File: config.mk
export PLATFORM = sky130hd
export DESIGN_NAME = pipe_issue_sched_flat
export DESIGN_NICKNAME = d
export VERILOG_FILES = /design/src/rtl/pipe_issue_sched_if.sv /design/src/rtl/pipe_issue_sched.sv /design/src/flat_wrapper.sv
export SDC_FILE = /design/constraint.sdc
export NUM_CORES = 1
export LEC_CHECK = 0
export ABC_CLOCK_PERIOD_IN_PS = 4600
export BUFFER_PORTS_ARGS = -buffer_cell sky130_fd_sc_hd__buf_2
export CORE_ASPECT_RATIO = 0.5
export CORE_MARGIN = 1
export CORE_UTILIZATION = 28
export DETAILED_ROUTE_END_ITERATION = 6
export SLEW_MARGIN = 20
export SYNTH_ARGS = -nofsm -noshare
export SYNTH_HDL_FRONTEND = slang
export SYNTH_SLANG_ARGS = --single-unit
File: constraint.sdc
create_clock -name clk -period 4.6 [get_ports clk]
set_input_delay 1.15 -clock clk [delete_from_list [all_inputs] [get_ports clk]]
set_output_delay 1.15 -clock clk [all_outputs]
set_load 0.01 [all_outputs]
File: src/rtl/pipe_issue_sched_if.sv
// Interface bundling the requester handshakes, flush control and the
// pipeline-facing issue bus of pipe_issue_sched.
//   req0_*/req1_*  : instruction requests {func,rd,rs2,rs1,addr} with a ready per requester
//   flush          : stop accepting and drain the scoreboard
//   iss_*          : registered issue strobe and fields toward the pipeline
//   busy_mask      : registers with a pending writeback
//   err_illegal    : one-cycle pulse when an illegal func is dropped
//   issue_cnt      : running count of issued instructions
//   stall_cnt      : hazard stall cycles (only with PIPE_ISSUE_STALL_CNT_EN defined)
// Modports: master = requester/pipeline side, slave = scheduler.
interface pipe_issue_sched_if;
  logic        req0_valid;
  logic [23:0] req0_instr;
  logic        req0_ready;
  logic        req1_valid;
  logic [23:0] req1_instr;
  logic        req1_ready;
  logic        flush;
  logic        iss_valid;
  logic [3:0]  iss_rs1;
  logic [3:0]  iss_rs2;
  logic [3:0]  iss_rd;
  logic [3:0]  iss_func;
  logic [7:0]  iss_addr;
  logic        iss_src;
  logic [15:0] busy_mask;
  logic        err_illegal;
  logic [15:0] issue_cnt;
`ifdef PIPE_ISSUE_STALL_CNT_EN
  logic [15:0] stall_cnt;
`endif

  modport master (
    output req0_valid, req0_instr, req1_valid, req1_instr, flush,
    input  req0_ready, req1_ready, iss_valid, iss_rs1, iss_rs2, iss_rd, iss_func,
    input  iss_addr, iss_src, busy_mask, err_illegal,
`ifdef PIPE_ISSUE_STALL_CNT_EN
    input  stall_cnt,
`endif
    input  issue_cnt
  );

  modport slave (
    input  req0_valid, req0_instr, req1_valid, req1_instr, flush,
    output req0_ready, req1_ready, iss_valid, iss_rs1, iss_rs2, iss_rd, iss_func,
    output iss_addr, iss_src, busy_mask, err_illegal,
`ifdef PIPE_ISSUE_STALL_CNT_EN
    output stall_cnt,
`endif
    output issue_cnt
  );
endinterface

File: src/rtl/pipe_issue_sched.sv
// Issue scheduler for the 4-stage ALU/regbank/membank pipeline.
// Round-robin arbitration between two requesters, a WB_LAT-deep destination
// scoreboard that stalls RAW hazards (no bypass), registered single-cycle issue.
// Ports:
//   clk    : rising-edge clock
//   rst_n  : asynchronous active-low reset
//   bus    : pipe_issue_sched_if.slave (requests, flush, issue bus, status)
// Optional: define PIPE_ISSUE_STALL_CNT_EN to add the saturating bus.stall_cnt.
module pipe_issue_sched #(
  parameter int unsigned WB_LAT = 3  // 1..8
) (
  input logic               clk,
  input logic               rst_n,
  pipe_issue_sched_if.slave bus
);

  localparam int unsigned NREQ_W = 1;

  typedef enum logic [0:0] {StRun, StDrain} state_e;

  state_e state_q, state_d;

  logic [23:0]       instr [2];
  logic [1:0]        valid, legal, haz, cand, gnt;
  logic              gnt_any;
  logic [NREQ_W-1:0] gnt_idx;
  logic [NREQ_W-1:0] rr_q;
  logic [23:0]       sel;
  logic              push, drop;

  logic [WB_LAT-1:0] sb_v_q, sb_v_d;
  logic [3:0]        sb_rd_q [WB_LAT];
  logic [3:0]        sb_rd_d [WB_LAT];
  logic              sb_empty;
  logic [15:0]       busy_q, busy_d;

  logic              iss_valid_q, err_q;
  logic [3:0]        iss_rs1_q, iss_rs2_q, iss_rd_q, iss_func_q;
  logic [7:0]        iss_addr_q;
  logic [NREQ_W-1:0] iss_src_q;
  logic [15:0]       cnt_q;

  assign instr[0] = bus.req0_instr;
  assign instr[1] = bus.req1_instr;
  assign valid    = {bus.req1_valid, bus.req0_valid};

  // busy_q always equals the OR of the current valid entries, so it doubles as
  // the pre-shift hazard lookup: a retiring entry still blocks this cycle.
  always_comb begin
    for (int i = 0; i < 2; i++) begin
      legal[i] = ~(instr[i][23] & instr[i][22]);
      haz[i]   = legal[i] & (busy_q[instr[i][11:8]] | busy_q[instr[i][15:12]]);
      cand[i]  = valid[i] & (~legal[i] | ~haz[i]);
    end
  end

  assign sb_empty = ~|sb_v_q;

  always_comb begin
    state_d = state_q;
    gnt     = '0;
    unique case (state_q)
      StRun: begin
        if (bus.flush) begin
          state_d = StDrain;
        end else if (&cand) begin
          gnt[rr_q] = 1'b1;
        end else begin
          gnt = cand;
        end
      end
      StDrain: begin
        if (!bus.flush && sb_empty) state_d = StRun;
      end
      default: state_d = StRun;
    endcase
  end

  assign gnt_any = |gnt;
  assign gnt_idx = gnt[1];
  assign sel     = instr[gnt_idx];
  assign push    = gnt_any & legal[gnt_idx];
  assign drop    = gnt_any & ~legal[gnt_idx];

  // Scoreboard shifts every cycle; the head takes the new rd on a legal issue.
  always_comb begin
    sb_v_d[0]  = push;
    sb_rd_d[0] = sel[19:16];
    for (int i = 1; i < WB_LAT; i++) begin
      sb_v_d[i]  = sb_v_q[i-1];
      sb_rd_d[i] = sb_rd_q[i-1];
    end
    busy_d = '0;
    for (int i = 0; i < WB_LAT; i++) begin
      if (sb_v_d[i]) busy_d[sb_rd_d[i]] = 1'b1;
    end
  end

  always_ff @(posedge clk or negedge rst_n) begin
    if (!rst_n) begin
      state_q <= StRun;
      rr_q    <= '0;
      sb_v_q  <= '0;
      for (int i = 0; i < WB_LAT; i++) sb_rd_q[i] <= '0;
      busy_q  <= '0;
    end else begin
      state_q <= state_d;
      if (gnt_any) rr_q <= ~gnt_idx;
      sb_v_q  <= sb_v_d;
      sb_rd_q <= sb_rd_d;
      busy_q  <= busy_d;
    end
  end

  always_ff @(posedge clk or negedge rst_n) begin
    if (!rst_n) begin
      iss_valid_q <= 1'b0;
      err_q       <= 1'b0;
      iss_rs1_q   <= '0;
      iss_rs2_q   <= '0;
      iss_rd_q    <= '0;
      iss_func_q  <= '0;
      iss_addr_q  <= '0;
      iss_src_q   <= '0;
      cnt_q       <= '0;
    end else begin
      iss_valid_q <= push;
      err_q       <= drop;
      // Fields hold their last issued values between issues.
      if (push) begin
        iss_func_q <= sel[23:20];
        iss_rd_q   <= sel[19:16];
        iss_rs2_q  <= sel[15:12];
        iss_rs1_q  <= sel[11:8];
        iss_addr_q <= sel[7:0];
        iss_src_q  <= gnt_idx;
        cnt_q      <= cnt_q + 16'd1;
      end
    end
  end

  assign bus.req0_ready  = gnt[0];
  assign bus.req1_ready  = gnt[1];
  assign bus.iss_valid   = iss_valid_q;
  assign bus.iss_rs1     = iss_rs1_q;
  assign bus.iss_rs2     = iss_rs2_q;
  assign bus.iss_rd      = iss_rd_q;
  assign bus.iss_func    = iss_func_q;
  assign bus.iss_addr    = iss_addr_q;
  assign bus.iss_src     = iss_src_q;
  assign bus.busy_mask   = busy_q;
  assign bus.err_illegal = err_q;
  assign bus.issue_cnt   = cnt_q;

`ifdef PIPE_ISSUE_STALL_CNT_EN
  logic [15:0] stall_cnt_q;
  logic        stall;

  // haz already excludes illegal funcs, so only legal blocked requests count.
  assign stall = (state_q == StRun) && !gnt_any && |(valid & haz);

  always_ff @(posedge clk or negedge rst_n) begin
    if (!rst_n) begin
      stall_cnt_q <= '0;
    end else if (stall && stall_cnt_q != 16'hFFFF) begin
      stall_cnt_q <= stall_cnt_q + 16'd1;
    end
  end

  assign bus.stall_cnt = stall_cnt_q;
`endif

endmodule

File: src/flat_wrapper.sv
// flat-port wrapper written by rule: the top's interface ports become plain ports
module pipe_issue_sched_flat 
#(
  parameter int unsigned WB_LAT = 3         
)
  (clk, rst_n, bus_req0_valid, bus_req0_instr, bus_req1_valid, bus_req1_instr, bus_flush, bus_req0_ready, bus_req1_ready, bus_iss_valid, bus_iss_rs1, bus_iss_rs2, bus_iss_rd, bus_iss_func, bus_iss_addr, bus_iss_src, bus_busy_mask, bus_err_illegal, bus_issue_cnt);
  pipe_issue_sched_if bus_i ();
  input logic clk;
  input logic rst_n;
  input wire logic [$bits(bus_i.req0_valid)-1:0] bus_req0_valid;
  input wire logic [$bits(bus_i.req0_instr)-1:0] bus_req0_instr;
  input wire logic [$bits(bus_i.req1_valid)-1:0] bus_req1_valid;
  input wire logic [$bits(bus_i.req1_instr)-1:0] bus_req1_instr;
  input wire logic [$bits(bus_i.flush)-1:0] bus_flush;
  output wire logic [$bits(bus_i.req0_ready)-1:0] bus_req0_ready;
  output wire logic [$bits(bus_i.req1_ready)-1:0] bus_req1_ready;
  output wire logic [$bits(bus_i.iss_valid)-1:0] bus_iss_valid;
  output wire logic [$bits(bus_i.iss_rs1)-1:0] bus_iss_rs1;
  output wire logic [$bits(bus_i.iss_rs2)-1:0] bus_iss_rs2;
  output wire logic [$bits(bus_i.iss_rd)-1:0] bus_iss_rd;
  output wire logic [$bits(bus_i.iss_func)-1:0] bus_iss_func;
  output wire logic [$bits(bus_i.iss_addr)-1:0] bus_iss_addr;
  output wire logic [$bits(bus_i.iss_src)-1:0] bus_iss_src;
  output wire logic [$bits(bus_i.busy_mask)-1:0] bus_busy_mask;
  output wire logic [$bits(bus_i.err_illegal)-1:0] bus_err_illegal;
  output wire logic [$bits(bus_i.issue_cnt)-1:0] bus_issue_cnt;
  assign bus_i.req0_valid = bus_req0_valid;
  assign bus_i.req0_instr = bus_req0_instr;
  assign bus_i.req1_valid = bus_req1_valid;
  assign bus_i.req1_instr = bus_req1_instr;
  assign bus_i.flush = bus_flush;
  assign bus_req0_ready = bus_i.req0_ready;
  assign bus_req1_ready = bus_i.req1_ready;
  assign bus_iss_valid = bus_i.iss_valid;
  assign bus_iss_rs1 = bus_i.iss_rs1;
  assign bus_iss_rs2 = bus_i.iss_rs2;
  assign bus_iss_rd = bus_i.iss_rd;
  assign bus_iss_func = bus_i.iss_func;
  assign bus_iss_addr = bus_i.iss_addr;
  assign bus_iss_src = bus_i.iss_src;
  assign bus_busy_mask = bus_i.busy_mask;
  assign bus_err_illegal = bus_i.err_illegal;
  assign bus_issue_cnt = bus_i.issue_cnt;
  pipe_issue_sched #(.WB_LAT(WB_LAT)) u_core (.clk(clk), .rst_n(rst_n), .bus(bus_i));
endmodule
---- Yosys cells after proc, flatten, opt, wreduce, memory -nomap -nowiden ----
Cells that the tools add are included.
storage, ports and cells
  flip-flop bits (word level) ............. 72
  input bits .............................. 53
  output and inout port bits .............. 61
  logic and storage cells ................. 92
cells by class
  add/sub/neg operators ................... 1
  magnitude comparators ................... 14
  mux-type cells .......................... 30
  bitwise gates (word level) .............. 22
  reduce and logical (&&, ||, !) cells .... 10
operators with widths
  cell                     number
  $mux W24                 3
  $mux W16                 3
  $lt A4 B5 Y1 const B     7
  $or A16 B16 Y16          2
  $add A16 B1 Y16 const B  1
  $bmux W1 S4              4
  $demux W1 S4             3
  $ge A4 B1 Y1 const B     3
  $mux W1                  12
  $and A1 B1 Y1            8
  $not A1 Y1               7
  $mux W2                  3
  $logic_and A1 B1 Y1      5
  $lt A1 B2 Y1 const B     2
  $or A1 B1 Y1             4
  $reduce_or A3 Y1         1
  $ge A2 B2 Y1 const B     1
  $logic_not A1 Y1         2
  $not A1 Y2               1
  $pmux W1 S2              1
  $reduce_and A2 Y1        1
  $reduce_or A2 Y1         1
  $demux W1 S1             1
  $ge A1 B1 Y1 const B     1

---- Depth between registers and ports, before layout ----
Gate-level depths: netlist (run 1).
  word-level depth ........................ 24
  gate-level depth with buffers ........... 10
  mapped depth without buffers ............ 8

---- Least setup slack after synthesis (run 1) ----
No wires, ideal clock.
  kind .................................... input -> output
  start point ............................. in bus_req1_instr[8]
  end point ............................... out bus_req1_ready
  arrival ................................. 3068 ps
  data required time ...................... 3450 ps
  slack ................................... 382 ps
  stages .................................. 9
  buffers on the path ..................... 3
  path through ............................ clkbuf_1 > mux4_2 > mux2i_1 > mux2i_1 > o21ai_1 > o2111ai_4 > buf_8 > buf_8 > inv_1
on the way
  longest elaborated chain between the ends .. 11
RTL lines
  element                          RTL line                RTL
  start: declaration               flat_wrapper.sv:13      input wire logic [$bits(bus_i.req1_instr)-1:0] bus_req1_instr;
  $bmux W1 S4 *                    pipe_issue_sched.sv:52  haz[i] = legal[i] & (busy_q[instr[i][11:8]] | busy_q[instr[i][15:12]]);
  $mux W1 (not written as such) *  pipe_issue_sched.sv:52
  $or A1 B1 Y1 *                   pipe_issue_sched.sv:52
  $and A1 B1 Y1 *                  pipe_issue_sched.sv:52
  $not A1 Y1 *                     pipe_issue_sched.sv:53  cand[i] = valid[i] & (~legal[i] | ~haz[i]);
  $or A1 B1 Y1 *                   pipe_issue_sched.sv:53
  $and A1 B1 Y1 *                  pipe_issue_sched.sv:53
  $reduce_and A2 Y1                pipe_issue_sched.sv:66  end else if (&cand) begin
  $mux W2 *                        pipe_issue_sched.sv:66
  $mux W2 *                        pipe_issue_sched.sv:64  if (bus.flush) begin
  $mux W2 *                        pipe_issue_sched.sv:62  unique case (state_q)
  end: declaration                 flat_wrapper.sv:16      output wire logic [$bits(bus_i.req1_ready)-1:0] bus_req1_ready;
Mark *: on every way between the ends. The rest lies on a longest branch, timed or not. The select of a mux whose other input is x is not followed.

---- Worst setup path after layout (run 1) ----
  start point ............................. in bus_req1_instr[8]
  end point ............................... out bus_req0_ready
on the way
  longest elaborated chain between the ends .. 11
RTL lines
  element                        RTL line                RTL
  $bmux W1 S4                    pipe_issue_sched.sv:52
  $mux W1 (not written as such)  pipe_issue_sched.sv:52
  $or A1 B1 Y1                   pipe_issue_sched.sv:52
  $and A1 B1 Y1                  pipe_issue_sched.sv:52
  $not A1 Y1                     pipe_issue_sched.sv:53
  $or A1 B1 Y1                   pipe_issue_sched.sv:53
  $and A1 B1 Y1                  pipe_issue_sched.sv:53
  $reduce_and A2 Y1              pipe_issue_sched.sv:66
  $mux W2                        pipe_issue_sched.sv:66
  $mux W2                        pipe_issue_sched.sv:64
  $mux W2                        pipe_issue_sched.sv:62
  end: declaration               flat_wrapper.sv:15      output wire logic [$bits(bus_i.req0_ready)-1:0] bus_req0_ready;
No other way between the ends. The select of a mux whose other input is x is not followed.

==> run metrics, run 1 <==
status=completed; synth unique cells=45; die height=88.3 um; clock sink count=71; Crit path arrival time=~2.9 ns; worst hold path class=register to register; utilization after layout=35.8%; CTS Buffer Depth=2; Worst Hold Launch=u_core.sb_rd_d[4]; vias per cell=about 5; r2r startpoint=u_core.bus.busy_mask[14]; reg2reg setup slack=1.50 ns; DP HPWL=between 8000 and 9000 um; Routed WL=11400 um; worst slew pin tran=about 0.91 ns; first-pass GRT wire length=18400 um; critical path's slowest cell=mux4_2; NetSw=0.000656 W; grt ovf=0; Min Clock Period, post-route=4.06 ns; WL/cell=about 16 um; RSZ-0062 raised after global routing=no; Num CTS Buffers=9; Mapped Avg Cell Area=10.8 um2; initial antenna violation count=2; CP startpoint kind=input pin; Synth warnings=0; number of synthesized flops with an enable pin=0; mapped cell area=4170 um2; Max Cap Violations=0; Mapped Cells=385; final setup TNS=0 ns; IO Count=114; crit end category=primary output; Seq pwr share=around 40%; Final Non-Filler Cells=695; # port buffers=roughly 110; Async SR Flop Fraction=100%; post-layout total power=about 0.0022 W; layout cells sized above 1=between 30 and 40%; CTS H-tree depth=3; Initial Util=roughly 29%; CP Cell Sequence=buf_2 -> mux4_2 -> mux2i_1 -> mux2i_1 -> o21ai_1 -> nand3_1 -> nor2b_1 -> buf_2; area of the core=14500 um2; sequential share of the synthesized area=42.6%; Largest stage delay, worst path=about 0.52 ns; Int Power=approximately 0.0015 W; final setup vio count=0; dominant synthesized flop cell=dfrtp_1; largest net degree at the start of global routing=just over 70; RR Endpoint=u_core.bus.iss_rd[2]; clk_lat worst skew=roughly 0.33 ns; worst clock skew=0.00315 ns; max-slew violations=0; Fillers=between 1000 and 1500; Worst Setup Path Type=input pin to primary output; CTS root buf=clkbuf_16; count of hold-fix buffers inserted at cts=0; Switching Share=30.3%; power share of the clock group=a little over a third; Power per Cell Area=417 nW/um2; Post-CTS Resized=0; Fin. Hold Viols=0; Yosys reg bits=between 70 and 80; total global-route track usage=roughly 15%; clock slew at reported path FFs=about 0.06 ns; Post-Syn Nets=~440; Gate power share=24.3%; Post-Place Cells=between 600 and 700; NumNets Final=about 550; Worst VDD drop=roughly 0.16 mV; worst-path fanout max=5; total vias in the final route=between 3000 and 4000; drt first pass iters=4; area of the die=about 15000 um2; P&R area growth vs syn=24.6%; routability cong.=approximately 0.91; # diodes=0; DRC Markers=0; P_leak=2.59 nW; DRT iter0 DRCs=266; Max Fclk=about 250 MHz; post-CTS setup buffer count=0; CP required=between 3 and 4 ns; number of global-route vias before repair=~3400; cell row count=31; Post-DRT Antenna Nets=0; R2R cell count=8; hold endpoint=u_core.sb_rd_d[0]; Slew HR=roughly 39%; period utilization=between 80% and 90%; CTS tree=done; chip width=between 150 and 200 um; hold depth=0
==> cells in the final DEF (no fill, tap or decap), types with 7 or more instances in the layout <==
master / count
o21ai_1: 21
nor3_1: 14
nand3_1: 37
nor2_1: 26
mux2i_1: 48
nand2_1: 23
a21oi_1: 9
buf_2: 112
o221ai_1: 7
xor2_1: 13
clkbuf_16: 9
o21ai_0: 9
nand2b_1: 12
dfrtp_1: 71
mux4_2: 14
==> cells by family after synthesis <==
group | after synthesis | synth area share, %
AOI/OAI and AO/OA | 68 | 11.1
xor gates and xnor gates | 15 | 3.15
adders and majority gates | 1 | 0.300
buffers and inverters | 25 | 4.08
DFF | 71 | 42.6
muxes | 73 | 23.2
and+or+nand+nor | 132 | 15.5
==> flip-flops by register name, summed over array words and instances (netlist names) <==
| name | cells |
|---|---|
| u_core.bus.err_illegal | 1 |
| u_core.state_q | 1 |
| u_core.bus.iss_func | 4 |
| u_core.bus.iss_rs2 | 4 |
| u_core.bus.iss_addr | 8 |
| u_core.bus.busy_mask | 16 |
| u_core.bus.iss_src | 1 |
| u_core.sb_v_q | 3 |
| u_core.bus.iss_rd | 4 |
| u_core.sb_rd_d | 8 |
| u_core.bus.iss_rs1 | 4 |
| u_core.rr_q | 1 |
| u_core.bus.issue_cnt | 16 |
==> through the flow <==
| stage | cell area [um2] | hold WS (ns) | setup WS, ns |
|---|---|---|---|
| floorplan | 4170 | 0.352 | 0.382 |
| global placement | 4860 | 0.422 | 0.570 |
| detailed placement | 4860 | 0.414 | 0.566 |
| CTS | 5190 | 0.427 | 0.552 |
| global route | 5190 | 0.449 | 0.339 |
| finish | 5190 | 0.438 | 0.536 |
==> cell usage after synthesis, types with 5 or more instances <==
library cell	instances	share of area, %
a211oi_1	5	0.90
o21ai_0	9	1.1
a21oi_1	9	1.1
mux2_4	5	1.8
a22oi_1	6	1.1
clkbuf_1	9	0.81
dfrtp_1	71	43
mux2i_1	48	12
and3_1	6	0.90
nor3_1	14	1.7
o221ai_1	7	1.5
o21ai_1	22	2.6
nand2_1	23	2.1
nor2_1	26	2.3
mux4_2	14	7.6
nand2b_1	12	1.8
nand3_1	37	4.4
nor2b_1	6	0.90
xor2_1	13	2.7
==> critical path: cells and delay by family <==
family | cells | cell delay (ns)
AND/OR/NAND/NOR | 2 | 0.33
buffers and inverters | 2 | 0.29
AO/OA/AOI/OAI | 1 | 0.32
multiplexers | 3 | 0.82
==> metal layers <==
metal	GRT usage (%)	up-vias	wire length, um
met1	19.4	1671	4980
met2	25.8	110	5520
li1	-	1648	-
met4	6.09	4	239
met3	3.99	27	660
met5	0	-	20
==> worst max-delay path by stage <==
stage | depth (start not counted) | end | slack, ns | start
global placement | 8 | bus_req0_ready | 0.57 | bus_req0_instr[12]
floorplan | 9 | bus_req1_ready | 0.38 | bus_req1_instr[8]
global route | 8 | bus_req0_ready | 0.34 | bus_req1_instr[8]
detailed placement | 8 | bus_req0_ready | 0.57 | bus_req1_instr[8]
CTS | 8 | bus_req1_ready | 0.55 | bus_req1_instr[8]
finish | 8 | bus_req0_ready | 0.54 | bus_req1_instr[8]
==> area by class of cell <==
class	instances	area, um2	area share, %
clock buffers	12	256	4.94
flip-flops and latches	71	1780	34.2
clock inverters	4	76.3	1.47
inverters	5	21.3	0.410
well taps	198	248	4.77
repair buffers	116	591	11.4
multi-input cells	289	2220	42.8
==> power by group through the flow <==
stage / Combinational, W / Sequential (W) / Clock, W
3_5_place_dp: 0.000535 / 0.000880 / 0
5_1_grt: 0.000591 / 0.000893 / 0.000814
6_report: 0.000527 / 0.000871 / 0.000768
4_1_cts: 0.000536 / 0.000871 / 0.000790
2_1_floorplan: 0.000252 / 0.000926 / 0
3_3_place_gp: 0.000529 / 0.000877 / 0
No activity file was read; power rests on OpenSTA's default activity.
==> run 2: changes to the inputs <==
CTS_BUF_LIST = sky130_fd_sc_hd__clkbuf_8 sky130_fd_sc_hd__clkbuf_16   (was unset)
==> run 2 against run 1 <==
Against the previous run: sequential power hardly changed; count of clock-buffer cells in the layout is 1 lower; first-iteration DRC count stayed put; combinational power hardly changed; sequential share of layout area stayed put; die area stayed put; non-clock buffer count stayed put; critical path depth stayed put; global-route usage stayed put; clock skew hardly changed; final cell count stayed put; utilization stayed put; critical path type unchanged; largest power group unchanged.
==> run metrics, run 2 (synthesis gave the netlist of run 1 again) <==
fin worst setup slack=0.536 ns (unchanged); worst clock skew=0.00324 ns (was 0.00315 ns); Post-DRT Antenna Nets=0 (unchanged); number of global-route vias before repair=3427 (unchanged); design area=5190 um2 (unchanged); period utilization=88.3% (unchanged); # port buffers=113 (unchanged); routability cong.=0.906 (unchanged); Final Non-Filler Cells=695 (unchanged); first-pass GRT wire length=18400 um (unchanged); CP required=3.45 ns (about the same); Max Cap Violations=0 (unchanged); DP HPWL=8340 um (unchanged); NetSw=0.000656 W (about the same); clock sink count=71 (unchanged); CTS H-tree depth=3 (unchanged); initial antenna violation count=2 (unchanged); Fin. Hold Viols=0 (unchanged); vias per cell=4.98 (unchanged); worst slew pin tran=0.913 ns (unchanged); worst hold path class=register to register (unchanged); Num CTS Buffers=9 (unchanged); Max Fclk=246 MHz (unchanged); commonest cells after routing, fill and taps aside=112 x buf_2, 71 x dfrtp_1, 48 x mux2i_1 (unchanged); clock slew at reported path FFs=0.06 ns (about the same); CTS Buffer Depth=2 (unchanged); power share of the clock group=35.4% (about the same); Placement Cell Area=4860 um2 (unchanged); most common cell after layout, fill and taps aside=buf_2 (unchanged); area of the core=14500 um2 (unchanged); Initial Util=28.7% (unchanged); RSZ-0062 raised after global routing=no (unchanged); Int Power=0.00151 W (about the same); Slew HR=39.1% (unchanged); P_leak=2.59 nW (about the same); post-layout total power=0.00216 W (was 0.00217 W); DRC Markers=0 (unchanged); max-slew violations=0 (unchanged); NumNets Final=546 (unchanged); clk_lat worst skew=0.33 ns (about the same); layout cells sized above 1=32.2% (unchanged); Post-Place Cells=679 (unchanged); count of hold-fix buffers inserted at cts=0 (unchanged); Gate power share=24.4% (was 24.3%); Switching Share=30.3% (about the same); DRT iter0 DRCs=266 (unchanged); P&R area growth vs syn=24.6% (unchanged); worst-path fanout max=5 (unchanged); area of the die=15400 um2 (unchanged); Fillers=1473 (unchanged); Min Clock Period, post-route=4.06 ns (unchanged); IO Count=114 (unchanged); Routed WL=11400 um (unchanged); chip width=175 um (unchanged); die height=88.3 um (unchanged); total global-route track usage=15.4% (unchanged); Worst VDD drop=0.165 mV (unchanged); Worst Setup Path Type=input pin to primary output (unchanged); Crit path arrival time=2.91 ns (about the same); status=completed (unchanged); total vias in the final route=3460 (unchanged); WL/cell=16.4 um (unchanged); final setup TNS=0 ns (unchanged); grt ovf=0 (unchanged); Seq pwr share=40.2% (about the same); CTS tree=done (unchanged); largest net degree at the start of global routing=72 (unchanged); final setup vio count=0 (unchanged); Post-CTS Resized=0 (unchanged); cell row count=31 (unchanged); CTS root buf=clkbuf_16 (unchanged); Power per Cell Area=417 nW/um2 (about the same); drt first pass iters=4 (unchanged); CP startpoint kind=input pin (unchanged); post-CTS setup buffer count=0 (unchanged); crit end category=primary output (unchanged); # diodes=0 (unchanged); dpl ws=0.566 ns (unchanged)
## run 2: power groups by stage
stage	Sequential, W	Clock (W)	Combinational [W]
final	0.000871	0.000766	0.000527
after floorplan	0.000926	0	0.000252
after detailed placement	0.000880	0	0.000535
after CTS	0.000871	0.000788	0.000536
after global routing	0.000893	0.000812	0.000591
after global placement	0.000877	0	0.000529
## run 2: per-stage QoR
step                hold WS, ns  util, %
finish                    0.438     35.8
global route              0.449     35.8
CTS                       0.427     35.8
detailed placement        0.414     33.5
global placement          0.422     33.5
floorplan                 0.352        -
## run 2: final timing paths
check	startpoint	to	depth (start not counted)	slack, ns
min	u_core.sb_rd_d[4]	u_core.sb_rd_d[0]	0	0.44
max reg2reg	u_core.bus.busy_mask[14]	u_core.bus.iss_rd[2]	8	1.50
min reg2reg	u_core.sb_rd_d[4]	u_core.sb_rd_d[0]	0	0.44
max in group asynchronous	rst_n	u_core.state_q	1	3.07
min in group asynchronous	rst_n	u_core.bus.issue_cnt[13]	1	0.95
max	bus_req1_instr[8]	bus_req0_ready	8	0.54
## run 2: metal layers
layer  part of all wire, %  up-vias  GRT usage, %
li1                      -     1648             -
met1                    44     1671          19.4
met2                    48      110          25.8
met3                   5.8       27          3.99
met4                   2.1        4          6.09
met5                  0.18        -             0
## run 2: layout make-up
type | instances | area [um2] | share of cell area, %
Inverter | 5 | 21.3 | 0.410
Clock inverter | 5 | 80.1 | 1.54
Timing Repair Buffer | 116 | 591 | 11.4
Tap cell | 198 | 248 | 4.77
Clock buffer | 11 | 253 | 4.87
Multi-Input combinational cell | 289 | 2220 | 42.8
Sequential cell | 71 | 1780 | 34.2
## run 2: critical path: stages
cell     delay (ns)
buf_2          0.16
mux4_2         0.52
mux2i_1        0.17
mux2i_1        0.13
o21ai_1        0.32
nand3_1        0.17
nor2b_1        0.16
buf_2          0.13
